===== src/rtl/sram_bus_master.sv =====
`default_nettype none
// ============================================================================
// sram_bus_master : valid/ready request port to asynchronous SRAM bus cycles
// Revision: 1.0
// ============================================================================
module sram_bus_master #(
  parameter int ADDR_W     = 22,
  parameter int DATA_W     = 16,
  parameter int SETUP_CYC  = 1,
  parameter int STROBE_CYC = 2,
  parameter int HOLD_CYC   = 1
) (
  input  logic              clk,
  input  logic              rst,
  input  logic              req_valid,
  output logic              req_ready,
  input  logic              req_we,
  input  logic [ADDR_W-1:0] req_addr,
  input  logic [DATA_W-1:0] req_wdata,
  input  logic [1:0]        req_be,
  output logic              done,
  output logic [DATA_W-1:0] rdata,
  output logic [ADDR_W-1:0] mem_addr,
  output logic [DATA_W-1:0] mem_data_o,
  output logic              mem_data_oe,
  input  logic [DATA_W-1:0] mem_data_i,
  output logic              mem_ce_n,
  output logic              mem_ce2,
  output logic              mem_oe_n,
  output logic              mem_we_n,
  output logic              mem_lb_n,
  output logic              mem_ub_n
);

  localparam int MAX_SP  = (SETUP_CYC > STROBE_CYC) ? SETUP_CYC : STROBE_CYC;
  localparam int MAX_CYC = (MAX_SP > HOLD_CYC) ? MAX_SP : HOLD_CYC;
  localparam int CNT_W   = (MAX_CYC > 1) ? $clog2(MAX_CYC) : 1;
  localparam int LANE_W  = DATA_W / 2;

  localparam logic [CNT_W-1:0] SETUP_LAST  = CNT_W'(SETUP_CYC - 1);
  localparam logic [CNT_W-1:0] STROBE_LAST = CNT_W'(STROBE_CYC - 1);
  localparam logic [CNT_W-1:0] HOLD_LAST   = CNT_W'(HOLD_CYC - 1);

  typedef enum logic [1:0] {
    IDLE   = 2'd0,
    SETUP  = 2'd1,
    STROBE = 2'd2,
    HOLD   = 2'd3
  } state_t;

  state_t              state_q, state_d;
  logic [CNT_W-1:0]    cnt_q, cnt_d;
  logic                we_q, we_d;
  logic [ADDR_W-1:0]   addr_q, addr_d;
  logic [DATA_W-1:0]   wdata_q, wdata_d;
  logic [1:0]          be_q, be_d;
  logic [DATA_W-1:0]   cap_q, cap_d;
  logic [DATA_W-1:0]   rdata_q, rdata_d;
  logic                done_q, done_d;
  logic                ce_n_q, ce_n_d;
  logic                ce2_q, ce2_d;
  logic                oe_n_q, oe_n_d;
  logic                we_n_q, we_n_d;
  logic                lb_n_q, lb_n_d;
  logic                ub_n_q, ub_n_d;
  logic                data_oe_q, data_oe_d;
  logic [DATA_W-1:0]   lane_mask;
  logic                in_cycle;

  assign lane_mask = {{LANE_W{be_q[1]}}, {LANE_W{be_q[0]}}};

  always_comb begin
    state_d = state_q;
    cnt_d   = cnt_q;
    we_d    = we_q;
    addr_d  = addr_q;
    wdata_d = wdata_q;
    be_d    = be_q;
    cap_d   = cap_q;
    rdata_d = rdata_q;
    done_d  = 1'b0;

    case (state_q)
      IDLE: begin
        if (req_valid) begin
          state_d = SETUP;
          cnt_d   = '0;
          we_d    = req_we;
          addr_d  = req_addr;
          be_d    = (req_be == 2'b00) ? 2'b11 : req_be;
          if (req_we) begin
            wdata_d = req_wdata;
          end
        end
      end
      SETUP: begin
        if (cnt_q == SETUP_LAST) begin
          state_d = STROBE;
          cnt_d   = '0;
        end else begin
          cnt_d = cnt_q + CNT_W'(1);
        end
      end
      STROBE: begin
        if (cnt_q == STROBE_LAST) begin
          state_d = HOLD;
          cnt_d   = '0;
          // Sample after the full strobe; disabled lanes read back as zero.
          if (!we_q) begin
            cap_d = mem_data_i & lane_mask;
          end
        end else begin
          cnt_d = cnt_q + CNT_W'(1);
        end
      end
      HOLD: begin
        if (cnt_q == HOLD_LAST) begin
          state_d = IDLE;
          cnt_d   = '0;
          done_d  = 1'b1;
          if (!we_q) begin
            rdata_d = cap_q;
          end
        end else begin
          cnt_d = cnt_q + CNT_W'(1);
        end
      end
      default: begin
        state_d = IDLE;
        cnt_d   = '0;
      end
    endcase
  end

  // Bus pins are decoded from the next state so each phase appears right at its edge.
  always_comb begin
    in_cycle  = (state_d != IDLE);
    ce_n_d    = ~in_cycle;
    ce2_d     = in_cycle;
    lb_n_d    = in_cycle ? ~be_d[0] : 1'b1;
    ub_n_d    = in_cycle ? ~be_d[1] : 1'b1;
    data_oe_d = in_cycle & we_d;
    oe_n_d    = ~((state_d == STROBE) & ~we_d);
    we_n_d    = ~((state_d == STROBE) & we_d);
  end

  always_ff @(posedge clk or posedge rst) begin
    if (rst) begin
      state_q   <= IDLE;
      cnt_q     <= '0;
      we_q      <= 1'b0;
      addr_q    <= '0;
      wdata_q   <= '0;
      be_q      <= 2'b11;
      cap_q     <= '0;
      rdata_q   <= '0;
      done_q    <= 1'b0;
      ce_n_q    <= 1'b1;
      ce2_q     <= 1'b0;
      oe_n_q    <= 1'b1;
      we_n_q    <= 1'b1;
      lb_n_q    <= 1'b1;
      ub_n_q    <= 1'b1;
      data_oe_q <= 1'b0;
    end else begin
      state_q   <= state_d;
      cnt_q     <= cnt_d;
      we_q      <= we_d;
      addr_q    <= addr_d;
      wdata_q   <= wdata_d;
      be_q      <= be_d;
      cap_q     <= cap_d;
      rdata_q   <= rdata_d;
      done_q    <= done_d;
      ce_n_q    <= ce_n_d;
      ce2_q     <= ce2_d;
      oe_n_q    <= oe_n_d;
      we_n_q    <= we_n_d;
      lb_n_q    <= lb_n_d;
      ub_n_q    <= ub_n_d;
      data_oe_q <= data_oe_d;
    end
  end

  assign req_ready   = (state_q == IDLE);
  assign done        = done_q;
  assign rdata       = rdata_q;
  assign mem_addr    = addr_q;
  assign mem_data_o  = wdata_q;
  assign mem_data_oe = data_oe_q;
  assign mem_ce_n    = ce_n_q;
  assign mem_ce2     = ce2_q;
  assign mem_oe_n    = oe_n_q;
  assign mem_we_n    = we_n_q;
  assign mem_lb_n    = lb_n_q;
  assign mem_ub_n    = ub_n_q;

endmodule
`default_nettype wire


===== config.mk =====
export PLATFORM = sky130hd
export DESIGN_NAME = sram_bus_master
export DESIGN_NICKNAME = d
export VERILOG_FILES = /design/src/rtl/sram_bus_master.sv
export SDC_FILE = /design/constraint.sdc
export NUM_CORES = 1
export LEC_CHECK = 0
export BUFFER_PORTS_ARGS = -buffer_cell sky130_fd_sc_hd__buf_2
export CAP_MARGIN = 25
export CORE_UTILIZATION = 25
export CTS_BUF_LIST = sky130_fd_sc_hd__clkbuf_4 sky130_fd_sc_hd__clkbuf_8
export CTS_CLUSTER_DIAMETER = 100
export CTS_CLUSTER_SIZE = 24
export DETAILED_ROUTE_END_ITERATION = 10
export PLACE_DENSITY = 0.55
export REMOVE_ABC_BUFFERS = 1
export SLEW_MARGIN = 20
export SYNTH_ARGS = -nofsm -noshare
export SYNTH_HDL_FRONTEND = slang
export SYNTH_SLANG_ARGS = --single-unit
export TNS_END_PERCENT = 100

===== constraint.sdc =====
create_clock -name clk -period 3.12 [get_ports clk]
set_clock_uncertainty 0.1 [all_clocks]
set_input_delay 0.156 -clock clk [delete_from_list [all_inputs] [get_ports clk]]
set_output_delay 0.156 -clock clk [all_outputs]
set_load 0.1 [all_outputs]

Word-level counts from Yosys, hierarchy flattened

Cells that the tools add are included.

Flip-flop bits (word level): 84
Input port bits: 60
Output and inout port bits: 63

Add/subtract/negate cells: 1
Equal/unequal tests: 5
Muxes and demuxes: 18
Bitwise gates (word level): 12
Reduce and logical (&&, ||, !) cells: 8

Operators by type and width:

| operator              | count |
|---|---|
| $and A16 B16 Y16      | 1 |
| $mux W2               | 7 |
| $mux W1               | 9 |
| $reduce_and A3 Y1     | 3 |
| $not A1 Y1            | 8 |
| $pmux W2 S4           | 1 |
| $eq A2 B2 Y1 const B  | 3 |
| $logic_not A2 Y1      | 2 |
| $and A1 B1 Y1         | 3 |
| $pmux W1 S3           | 1 |
| $eq A2 B1 Y1 const B  | 1 |
| $ne A2 B2 Y1 const B  | 1 |
| $reduce_and A2 Y1     | 1 |
| $reduce_bool A2 Y1    | 1 |
| $reduce_or A2 Y1      | 1 |
| $add A1 B1 Y1 const B | 1 |

Longest topological paths before layout

Word-level depth: 6
Gate-level depth with buffers: 6
Depth with buffers taken out: 4

Worst setup path before layout

OpenSTA, ideal clock, no wires.

Path kind: reg-to-reg
Start: reg state_q[1]
End: reg state_q[0]
Setup time: 188 ps
Arrival time: 1,865 ps
Data required time: 2,832 ps
Path slack: 968 ps
Cell stages (with the launch flop): 4
Cell sequence: dfrtp_1 buf_4 nor2_1 o21bai_1

Longest elaborated chain between the ends: 2
Elaborated cells on any way between the ends: 5
Classes of those cells: eq/ne: 3; mux: 1; reduce/logical: 1

RTL lines:

| what                   | line | RTL |
|---|---|---|
| from (decl)            | 51   | `state_t state_q, state_d;` |
| from (signal assigned) | 166  | `state_q <= state_d;` |
| $logic_not A2 Y1       | -    |  |
| via req_ready          | 16   | `output logic req_ready,` |
| $pmux W2 S4            | 83   | `case (state_q)` |
| via state_d[0]         | 51   |  |

The timed path passes the listed nets, and every way through them passes these cells.
A chain may end at the register's enable or synchronous reset.

Worst setup path after layout

Start: reg state_q[0]
End: reg rdata_q[14] (netlist: rdata[14])

Longest elaborated chain between the ends: 2

RTL lines:

| what                               | line | RTL |
|---|---|---|
| $eq A2 B2 Y1                       | 83   |  |
| $reduce_and A3 Y1 (no source line) | -    |  |
| to (signal assigned)               | 173  | `rdata_q <= rdata_d;` |
| to (decl)                          | 58   | `logic [DATA_W-1:0] rdata_q, rdata_d;` |

No other way between the ends.

==> results list <==
- Yosys top cell by area: dfrtp_1
* Highest attainable clock frequency: 497 MHz
* Final setup violation count: 0
- The die covers between 10000 and 15000 um^2.
* Number of hold violations in the final report: 0
* TritonCTS clock tree: built
- The tree is rooted in a clkbuf_8.
- At the worst endpoint, the required time is between 3 and 4 ns.
- For the worst flop-to-flop path, the logic depth is 3.
- Global-route congestion overflow total: 0
- Sequential fraction of the synthesis area: 64.7%
- The first routing iteration left 95 violations.
- Routability-driven placement finished with a final weighted congestion of 0.645.
* Setup Crit Path Kind: reg2reg
- Hold Crit Class: in2reg
* Num CTS Buffers: 9
- The tool flagged a number of max-cap violations equal to 0.
* Die Span X: around 120 um
* P&R area growth vs syn: 47.0%
- Critical path's slowest cell: nor3b_4
* Crit end category: register
- Entering global routing, the biggest net connects 34 pins.
* Slew headroom: 41.6%
- Total DRC errors in the routed layout: 0
- Instance count of the mapped netlist: between 200 and 250
- The detail route stage leaves a number of antenna-violating nets equal to 0.
- The initialized floorplan defines 41 standard-cell rows.
- The number of antenna violations at the first check in global routing is 0.
- WL final: 7440 um
* Hpwl dp: roughly 5000 um
- End of the worst register-to-register path: rdata[14]
- Summed over its instances, the top area cell type makes up 59.0% of the synthesized netlist area.
- Dividing the detail-routed wire length by the instance count gives 12.7 um.
* Final layout net count: about 470
- For this configuration, the core starts out at a cell density of 25.8%.
- Number of synthesis warnings: 0
- Clock latency reported for the late side of the worst-skew pair: approximately 0.35 ns
- Number of primary I/O pins: 123
- Hold Startpoint: req_be[1]
- The final route contains 2306 vias.
* Slowest Stage Delay on Critical Path: 0.73 ns
- The floorplan step defined a core boundary enclosing 12700 um^2.
- Overall die height: approximately 120 um
- The path with the worst hold slack has its endpoint at be_q[0].
* Iteration count of the initial detailed-routing pass: 4
- Fill cells in the final layout number 1254.
* Least-Margin Pin Slew: roughly 0.87 ns
* Post-route clock period utilization: 64.5%
* Number of enable-type register cells in the synthesized netlist: 0
* Cells along the critical path: nand2b_4, nor3b_4, mux2_2
- At the worst endpoint, the arrival time is 2.15 ns.
* Aggregate negative setup slack: 0 ns
- Launch instance of the worst register-to-register path: state_q[0]
- Register-to-register setup slack: 1.11 ns
- Synthesis instantiated 27 different standard cells from the library.
* Number of buffers added on ports: roughly 120
* Synthesis-stage register bit count: 84
- Counting flops with an async set or reset pin after synthesis yields a share of 100%.
* Setup repair after global routing missed its margin: no
- The most used flip-flop cell after synthesis is dfrtp_1.
- Most common cell in the netlist: dfrtp_1
- Ranked by total cell area, the synthesized netlist is headed by dfrtp_1 (59%), mux2_2 (17%), dfstp_2 (5.6%).
* Run status: complete, no violations
* Average via count per standard cell: around 3.9
- Most used standard cells in the synthesized netlist: dfrtp_1 (77), mux2_2 (48), nand2_1 (36)
* Fraction of layout cells with a size suffix above 1: 51.2%
- No sink is reached through more buffers than the 2 on the longest clock path.
* All-Layer GR Usage: 11.6%
- CTS sink count: 84
* Cell area after synthesis: between 3000 and 4000 um^2
* Mean cell area of the mapped netlist: ~14 um^2
* First-pass GRT wire length: about 12000 um
- The routed design could run at a clock period as short as 2.01 ns.
- Maximum fanout along the worst path: 16
- The number of global-route vias before repair came to 2403.
- The worst setup path is launched from a register.
- Final Max Tran Viols: 0
* H-Tree Depth: 3
* Number of cells on the worst hold path: 3
- CTS clk-pin slew, worst paths: 0.08 ns
metal layers:
| layer | part of all wire (%) | track usage [%] | vias to the layer above |
|---|---|---|---|
| li1 | - | - | 1128 |
| met1 | 42 | 13.2 | 1090 |
| met2 | 49 | 19.6 | 83 |
| met3 | 7.6 | 5.60 | 5 |
| met4 | 0.55 | 2.82 | 0 |
| met5 | 0 | 0 | - |
cell type report:
class	instances	area [um^2]	area share [%]
Sequential cell	84	2110	44.0
Timing Repair Buffer	182	1200	25.0
Multi-Input combinational cell	129	1060	22.0
Tap cell	172	215	4.49
Clock buffer	12	153	3.18
Clock inverter	4	48.8	1.02
Inverter	3	12.5	0.261
Antenna cell	1	2.50	0.0522
metrics by stage:
step           setup slack, ns  std cells  hold WS, ns  cell area, um^2  utilization (%)
2_1_floorplan            0.566        216        0.200             3170                -
3_3_place_gp              1.12        515        0.117             4040             31.9
3_5_place_dp              1.05        515        0.122             4040             31.9
4_1_cts                   1.04        586       0.0217             4800             37.8
5_1_grt                  0.967        586       0.0478             4800             37.8
6_report                  1.11        587       0.0515             4800             37.9
worst max-delay path: cells and delay by family (launching register included):
family | cells | cell delay, ns
DFF | 1 | 0.55
muxes | 1 | 0.42
and+or+nand+nor | 2 | 0.83
placed cells by master, fill, tap and decap left out, drive strengths merged:
master / netlist / layout
a21oi: 2 / 2
and3b: 1 / 1
buf: 9 / 127
bufinv: 0 / 1
clkbuf: 3 / 12
clkinv: 0 / 3
dfrtp: 77 / 77
dfstp: 7 / 7
diode: 0 / 1
dlygate4sd3: 0 / 55
inv: 3 / 3
mux2: 56 / 56
nand2: 37 / 37
nand2b: 4 / 4
nand4bb: 1 / 1
nor2: 3 / 3
nor3: 1 / 1
nor3b: 3 / 3
o21ai: 16 / 16
o21bai: 1 / 1
or2: 1 / 1
or3: 1 / 1
xnor2: 2 / 2
what timing repair did:
item                                   4_1_cts  5_1_grt
setup buffers                                0        0
endpoints found under the hold margin       80        0
gates resized for setup                      0        0
hold buffers                                55        0
registers in the layout (all words and copies together), names as in the netlist:
register and cells:
mem_addr 22, state_q 2, done 1, cap_q 16
mem_lb_n 1, mem_we_n 1, mem_ce2 1, cnt_q 1
mem_data_oe 1, mem_data_o 16, we_q 1, mem_ub_n 1
mem_ce_n 1, mem_oe_n 1, be_q 2, rdata 16
logic make-up after synthesis:
| kind of cell | count (synthesis) | synth area share (%) |
|---|---|---|
| AOI/OAI and AO/OA | 19 | 2.99 |
| muxes | 56 | 20.2 |
| buffers and inverters | 15 | 3.11 |
| and+or+nand+nor | 52 | 8.44 |
| DFF | 84 | 64.7 |
| xor gates and xnor gates | 2 | 0.537 |
worst max-delay path by stage:
| stage | start | endpoint | slack, ns | cells past startpoint |
|---|---|---|---|---|
| 4_1_cts | state_q[0] | rdata[14] | 1.04 | 3 |
| 5_1_grt | state_q[0] | rdata[4] | 0.97 | 3 |
| 3_5_place_dp | state_q[0] | rdata[14] | 1.05 | 3 |
| 3_3_place_gp | state_q[0] | rdata[4] | 1.12 | 3 |
| 6_report | state_q[0] | rdata[14] | 1.11 | 3 |
| 2_1_floorplan | state_q[0] | mem_data_o[0] | 0.57 | 3 |
Power is not shown: default switching activity piles up to over one toggle a cycle in this logic, so the estimate is an artifact.
